===== config.mk =====
export PLATFORM = sky130hd
export DESIGN_NAME = addsub_acc_pipe
export DESIGN_NICKNAME = d
export VERILOG_FILES = /design/src/rtl/addsub_pkg.sv /design/src/rtl/addsub_core.sv /design/src/rtl/addsub_acc_pipe.sv
export SDC_FILE = /design/constraint.sdc
export NUM_CORES = 1
export LEC_CHECK = 0
export CORE_MARGIN = 2
export CORE_UTILIZATION = 56
export DETAILED_ROUTE_END_ITERATION = 6
export GPL_TIMING_DRIVEN = 0
export PLACE_DENSITY = 0.91
export REMOVE_ABC_BUFFERS = 1
export SYNTH_ARGS = -nofsm -noshare
export SYNTH_HDL_FRONTEND = slang
export SYNTH_SLANG_ARGS = --single-unit

===== constraint.sdc =====
create_clock -name CLK -period 5.1 [get_ports CLK]
set_input_delay 0.765 -clock CLK [delete_from_list [all_inputs] [get_ports CLK]]
set_output_delay 0.765 -clock CLK [all_outputs]
set_load 0.05 [all_outputs]

===== src/rtl/addsub_pkg.sv =====
// Shared operation encoding and saturation-limit helpers for the add/sub accumulator pipeline.
package addsub_pkg;

    typedef enum logic [1:0] {
        OP_ADD     = 2'b00,
        OP_SUB     = 2'b01,
        OP_ACC_ADD = 2'b10,
        OP_ACC_SUB = 2'b11
    } addsub_op_t;

    // Limits are returned 32 bits wide; callers truncate to their own width.
    function automatic logic [31:0] sat_max(input int w);
        return (32'd1 << (w - 1)) - 32'd1;
    endfunction

    function automatic logic [31:0] sat_min(input int w);
        return 32'hFFFF_FFFF << (w - 1);
    endfunction

endpackage


===== src/rtl/addsub_core.sv =====
// Combinational two's-complement adder/subtractor with unsigned carry-out and signed overflow.
module addsub_core #(
    parameter int W = 8
) (
    input  logic [W-1:0] x,
    input  logic [W-1:0] y,
    input  logic         sub,
    output logic [W-1:0] sum,
    output logic         carry,
    output logic         ovf
);

    logic [W-1:0] y_eff;

    // Subtraction is x + ~y + 1, so carry = 1 means no borrow.
    assign y_eff        = sub ? ~y : y;
    assign {carry, sum} = {1'b0, x} + {1'b0, y_eff} + (W + 1)'(sub);
    assign ovf          = (x[W-1] == y_eff[W-1]) && (sum[W-1] != x[W-1]);

endmodule


===== src/rtl/addsub_acc_pipe.sv =====
// Two-stage add/sub pipeline with accumulator, valid/ready handshakes and sign-magnitude output.
// Define ADDSUB_SAT_EN to clamp overflowing results instead of wrapping modulo 2^W.
module addsub_acc_pipe
    import addsub_pkg::*;
#(
    parameter int W = 8
) (
    input  logic         CLK,
    input  logic         RST_N,
    input  logic         in_valid,
    output logic         in_ready,
    input  logic [1:0]   op,
    input  logic [W-1:0] a,
    input  logic [W-1:0] b,
    input  logic         clr_acc,
    output logic         out_valid,
    input  logic         out_ready,
    output logic [W-1:0] res,
    output logic [W-1:0] mag,
    output logic         neg,
    output logic         carry,
    output logic         ovf,
    output logic         ovf_sticky
);

    logic         s1_valid;
    addsub_op_t   s1_op;
    logic [W-1:0] s1_a;
    logic [W-1:0] s1_b;
    logic [W-1:0] acc;

    logic         accept;
    logic         s2_load;
    logic         is_acc;
    logic         is_sub;
    logic [W-1:0] acc_eff;
    logic [W-1:0] x;
    logic [W-1:0] y;
    logic [W-1:0] sum_n;
    logic         carry_n;
    logic         ovf_n;
    logic [W-1:0] res_n;
    logic [W-1:0] mag_n;

    assign in_ready = !s1_valid || !out_valid || out_ready;
    assign accept   = in_valid && in_ready;
    assign s2_load  = s1_valid && (!out_valid || out_ready);

    assign is_acc  = (s1_op == OP_ACC_ADD) || (s1_op == OP_ACC_SUB);
    assign is_sub  = (s1_op == OP_SUB) || (s1_op == OP_ACC_SUB);
    // A coincident clear takes effect before the accumulating op reads acc.
    assign acc_eff = clr_acc ? '0 : acc;
    assign x       = is_acc ? acc_eff : s1_a;
    assign y       = is_acc ? s1_a : s1_b;

    addsub_core #(.W(W)) u_core (
        .x     (x),
        .y     (y),
        .sub   (is_sub),
        .sum   (sum_n),
        .carry (carry_n),
        .ovf   (ovf_n)
    );

`ifdef ADDSUB_SAT_EN
    localparam logic [W-1:0] SAT_MAX = W'(sat_max(W));
    localparam logic [W-1:0] SAT_MIN = W'(sat_min(W));

    // NOTE: every variable gets a default first so always_comb never infers a latch.
    always_comb begin
        res_n = sum_n;
        if (ovf_n) res_n = x[W-1] ? SAT_MIN : SAT_MAX;
    end
`else
    assign res_n = sum_n;
`endif

    // The most negative value maps to 2^(W-1), which still fits unsigned in W bits.
    assign mag_n = res_n[W-1] ? (~res_n + W'(1)) : res_n;

    // NOTE: state uses non-blocking assignments so every register samples pre-edge values.
    always_ff @(posedge CLK or negedge RST_N) begin
        if (!RST_N) begin
            s1_valid <= 1'b0;
        end else if (accept) begin
            s1_valid <= 1'b1;
        end else if (s2_load) begin
            s1_valid <= 1'b0;
        end
    end

    // NOTE: request payload is qualified by s1_valid, so it needs no reset.
    always_ff @(posedge CLK) begin
        if (accept) begin
            s1_op <= addsub_op_t'(op);
            s1_a  <= a;
            s1_b  <= b;
        end
    end

    always_ff @(posedge CLK or negedge RST_N) begin
        if (!RST_N) begin
            out_valid <= 1'b0;
            res       <= '0;
            mag       <= '0;
            neg       <= 1'b0;
            carry     <= 1'b0;
            ovf       <= 1'b0;
        end else if (s2_load) begin
            out_valid <= 1'b1;
            res       <= res_n;
            mag       <= mag_n;
            neg       <= res_n[W-1];
            carry     <= carry_n;
            ovf       <= ovf_n;
        end else if (out_ready) begin
            out_valid <= 1'b0;
        end
    end

    always_ff @(posedge CLK or negedge RST_N) begin
        if (!RST_N) begin
            acc        <= '0;
            ovf_sticky <= 1'b0;
        end else begin
            if (s2_load && is_acc) acc <= res_n;
            else if (clr_acc)      acc <= '0;

            if (s2_load)      ovf_sticky <= (ovf_sticky && !clr_acc) || ovf_n;
            else if (clr_acc) ovf_sticky <= 1'b0;
        end
    end

endmodule


# Word-level counts from Yosys, hierarchy flattened
# Cells that the tools add are included.
# Widths: inputs -> output; s select.
[totals] register_bits=48 inputBits=23 output_inout_bits=22 word_cells=51
[op_classes] n_addsub=3 eq_ne=5 n_mux=12 bitwise=2 reduce_logical=17
[op_table] cell="$mux 8" count=6
[op_table] cell="$not 8->8" count=2
[op_table] cell="$add 8x8->9" count=1
[op_table] cell="$add 9x1->9" count=1
[op_table] cell="$add 8x1->8 const B" count=1
[op_table] cell="$logic_or 1x1->1" count=6
[op_table] cell="$mux 1" count=6
[op_table] cell="$reduce_bool 2->1" count=3
[op_table] cell="$logic_and 1x1->1" count=5
[op_table] cell="$eq 2x2->1 const B" count=2
[op_table] cell="$logic_not 1->1" count=3
[op_table] cell="$eq 2x1->1 const B" count=1
[op_table] cell="$eq 1x1->1" count=1
[op_table] cell="$ne 1x1->1" count=1

# Longest topological paths before layout
[depth] ltp_word=11 ltp_mapped=14 depth_no_buf=11

# Modules after synthesis
# Synthesis repeated with hierarchy kept, for this count alone.
[unflattened] cells_unflattened=205 area_unflattened_um2=2446.1
[modules_own_cells] mod="addsub_acc_pipe" instances=1 cells_each=145 area_per_inst_um2=1975.6 seq_area_each_um2=1241.2
[modules_own_cells] mod="addsub_core" instances=1 cells_each=60 area_per_inst_um2=470.5 seq_area_each_um2=0.0

# Worst setup path before layout
# OpenSTA, ideal clock, no wires.
[synth_path] path_kind="reg2reg" from="register s1_op[1]" to="register mag[4]" setup_ns=0.131 arrival_ns=3.027 t_required_ns=4.969 setup_slack_ns=1.942 path_stages_with_launch=13 path_buffers=3 synth_period_minus_slack_ns=3.158 path_cell_list="edfxtp_1 -> buf_4 -> clkbuf_1 -> clkbuf_1 -> o21ai_0 -> ha_1 -> and2_1 -> nand4_1 -> or3_4 -> a41oi_4 -> xor2_2 -> and4_1 -> or3_1"
[synth_via] elab_chain_len=10 elab_cells_between_ends=14 cone_classes="add/sub: 3; eq/ne: 3; mux: 4; bitwise: 2; reduce/logical: 2"
[synth_rtl] item="from (decl)" line="addsub_acc_pipe.sv:27" source="addsub_op_t s1_op;"
[synth_rtl] item="from (signal assigned)" line="addsub_acc_pipe.sv:95" source="s1_op <= addsub_op_t'(op);"
[synth_rtl] item="$eq 2x2->1 (on tied branches)" line="addsub_acc_pipe.sv:49, addsub_acc_pipe.sv:50"
[synth_rtl] item="$logic_or 1x1->1" line="addsub_acc_pipe.sv:49" source="assign is_acc = (s1_op == OP_ACC_ADD) || (s1_op == OP_ACC_SUB);"
[synth_rtl] item="$mux 8" line="addsub_acc_pipe.sv:54" source="assign y = is_acc ? s1_a : s1_b;"
[synth_rtl] item="$not 8->8" line="addsub_core.sv:16" source="assign y_eff = sub ? ~y : y;"
[synth_rtl] item="$mux 8" line="addsub_core.sv:16"
[synth_rtl] item="$add 8x8->9" line="addsub_core.sv:17" source="assign {carry, sum} = {1'b0, x} + {1'b0, y_eff} + (W + 1)'(sub);"
[synth_rtl] item="$add 9x1->9 *" line="addsub_core.sv:17"
[synth_rtl] item="$not 8->8" line="addsub_acc_pipe.sv:79" source="assign mag_n = res_n[W-1] ? (~res_n + W'(1)) : res_n;"
[synth_rtl] item="$add 8x1->8" line="addsub_acc_pipe.sv:79"
[synth_rtl] item="$mux 8 *" line="addsub_acc_pipe.sv:79"
[synth_rtl] item="to (signal assigned)" line="addsub_acc_pipe.sv:112" source="mag <= mag_n;"
[synth_rtl] item="to (decl)" line="addsub_acc_pipe.sv:19" source="output logic [W-1:0] mag,"
# Every way passes the cells marked *; elsewhere a longest branch is shown, timed or not.
# A chain may end at the register's enable or synchronous reset.

# Worst setup path after layout
[layout_path] from="input port clr_acc" to="register mag[4]"
[layout_via] elab_chain_len=7
[layout_rtl] item="from (decl)" line="addsub_acc_pipe.sv:15" source="input logic clr_acc,"
[layout_rtl] item="$mux 8 *"
[layout_rtl] item="$mux 8 *" line="addsub_acc_pipe.sv:53" source="assign x = is_acc ? acc_eff : s1_a;"
[layout_rtl] item="$add 8x8->9 *" line="addsub_core.sv:17"
[layout_rtl] item="$add 9x1->9 *" line="addsub_core.sv:17"
[layout_rtl] item="$not 8->8" line="addsub_acc_pipe.sv:79"
[layout_rtl] item="$add 8x1->8" line="addsub_acc_pipe.sv:79"
[layout_rtl] item="$mux 8 *" line="addsub_acc_pipe.sv:79"
# Marks and branches as above.

==> flow_summary.ini <==
[drt]
met3WireLength_um = 226
vias = 1811
drt-met1-wl_um = 1870
met2_wirelength_um = 2270
viasPerCell = 5.62
route.detailed.drc = 0
ant_nets = 0
first_pass_iters = 4
drtIter0Drc = 159
routedWlPerCell_um = 13.8
routed_wl_um = 4440
top_layer = met4

[floorplanning]
pin_count = 45
core_um2 = 4290
rows = 24
die_w_um = 70.5
die_h_um = 70.5
die_area_um2 = 4970
start_util_pct = 57.7

[clocking]
htree_levels = 2
cts_made_buffers = 5
post_cts_resize_count = 0
cts_tree = yes
post_cts_buffers = 0
clkTransAtPathRegs_ps = 80
cts-root-buf = clkbuf_8
clock_latency_ps = 310
cts.hold.buffers_added = 0
cts.sinks = 46
max-clock-path-buffers = 2

[synthesis]
synth_edf_count = 18
ys_top_cells_by_area = dfrtp_1 (28%), edfxtp_1 (22%), ha_1 (4.0%)
yosysTopAreaCellShare_pct = 28.3
yosysUniqueCellTypes = 46
syn_inst = 231
ys.warnings.count = 0
synth_area_um2 = 2480
syn_area_per_cell_um2 = 10.7
yosysTopAreaCell = dfrtp_1
synthArstFlopShare_pct = 60.9
ys_ff_latch = 46
ys_seq_area_share_pct = 50.1
synthFlopType = dfrtp_1

[worst_hold_path]
hold_path.class = reg -> reg

[power_and_ir_drop]
p_clk_share_pct = 17.7
combPwrFrac_pct = 46.0
p_seq_share_pct = 36.3
powerDensity_nw_per_um2 = 462
switching_share_pct = 41.2
peakVddDrop_mv = 0.229
p_int_w = 0.000818
p_leak_nw = 1.24
p_switching_w = 0.000574

[global_route]
grt_pass1_vias = 1727
grt_overflow = 0
grt_util_all_layers_pct = 19.9
grt_pass1_wl_um = 7730
antenna_found_initial = 0
grt_max_degree = 30

[layout]
final_cell_mix = clkdlybuf4s50_1 (44), dfrtp_1 (28), nand2_1 (25)
drive_above_1_share_pct = 7.04
n_antenna_cell = 0
fin_cells = 322
synthToLayoutAreaGrowth_pct = 21.6
design_area_um2 = 3010
mostFrequentLayoutCell = clkdlybuf4s50_1
nNetsFinal = 301

[placed_design]
dp_hpwl_um = 3260
port-buffer-count = 44
dp.cells = 314
dp_slack_ps = 1020
placed_area_um2 = 2910
gp_congestion = 0.803

[timing]
final_max_slew_viol_count = 0
hold_ws_ps = 482
rsz0062_at_grt = false
max_freq_mhz = 262
setup_viol = 0
relSlewSlack_pct = 20.7
period_share_pct = 74.8
tns_ps = 0
fin_worst_skew_ps = 7.40
hold_violations = 0
tightest_slew_ps = 1190
timing.final.ws_setup_ps = 1290
period_minus_slack_ps = 3810

[worst_setup_path]
cpPeakStageDelay_ps = 710
cpMaxStageDelayCell = clkdlybuf4s50_1
crit_type = in -> reg
cp_top_family = simple AND/OR/NAND/NOR gates
start_kind = primary input
crit_required_ps = 5290
crit_chain = clkdlybuf4s50_1 -> nand3b_1 -> o21ai_0 -> ha_1 -> and2_1 -> nand4_1 -> or3_4 -> a41oi_4 -> xor2_2 -> nor2_1 -> or3_1
cp_data_arrival_time_ps = 4000
critPathCaptureType = flip-flop
worst-path-max-fanout = 15
path_buf_inv = 1

[status]
status = finished clean

[run]
max_cap_viol_count = 0
## Yosys cell counts, drive strengths merged (2+ instances only)
master	count
a21o	5
a21oi	4
a31oi	2
and2	3
buf	5
clkbuf	8
dfrtp	28
edfxtp	18
ha	8
inv	11
mux2	3
mux2i	7
nand2	25
nand2b	7
nand3	11
nand3b	12
nand4	2
nand4b	3
nor2	8
nor2b	4
o21a	2
o21ai	22
o31a	3
o31ai	2
or2	2
or3	4
xnor2	9
xor2	3
## power by group through the flow
stage	Combinational (W)	Clock, W	Sequential, W
floorplan	0.000237	0	0.000713
global placement	0.000620	0	0.000509
detailed placement	0.000637	0	0.000513
CTS	0.000641	0.000253	0.000505
global route	0.000682	0.000269	0.000517
finish	0.000640	0.000247	0.000505
## cell families after synthesis
| group | after synthesis | synth area share [%] |
|---|---|---|
| multiplexers | 10 | 4.19 |
| AND/OR/NAND/NOR | 83 | 18.6 |
| buffers and inverters | 24 | 4.55 |
| XOR/XNOR | 12 | 4.85 |
| AO/OA/AOI/OAI | 47 | 12.9 |
| adder cells (fa/ha/maj) | 9 | 4.85 |
| flip-flops | 46 | 50.1 |
## tightest hold or removal path, stage by stage (launching register included)
cell	delay, ps
dfrtp_1	350
nand2_1	40
o21ai_0	60
## through the flow
step | utilization [%] | total power (W)
2_1_floorplan | - | 0.000950
3_3_place_gp | 67.8 | 0.00113
3_5_place_dp | 67.8 | 0.00115
4_1_cts | 70.2 | 0.00140
5_1_grt | 70.2 | 0.00147
6_report | 70.2 | 0.00139
## per-layer routing
metal | GRT usage (%) | up-vias
met5 | 0 | -
met4 | 7.69 | 0
met3 | 4.76 | 8
met2 | 34.2 | 53
met1 | 24.1 | 857
li1 | - | 893
## worst paths after layout
kind                       startpoint          to  cells past startpoint  slack [ps]
setup reg to reg             s1_op[1]      mag[4]                     10        1450
max in group asynchronous       RST_N      acc[4]                      1        3300
setup / recovery              clr_acc      mag[4]                     11        1290
min in group asynchronous       RST_N  ovf_sticky                      1        1080
hold reg to reg                res[6]      res[6]                      2         480
hold / removal                 res[6]      res[6]                      2         480
## registers in the layout (all words and copies together), names as in the netlist
signal,count
acc,8
res,8
s1_a,8
s1_b,8
mag,7
s1_op,2
carry,1
out_valid,1
ovf,1
ovf_sticky,1
s1_valid,1
## area by class of cell
cell class	instances	area, µm²
clock buffer	8	101
fill	332	1280
inverter	11	41.3
multi-input combinational	161	1120
sequential	46	1240
tap	52	65.1
timing repair buffer	44	440
Note: power is estimated with default switching activity, not from simulation.
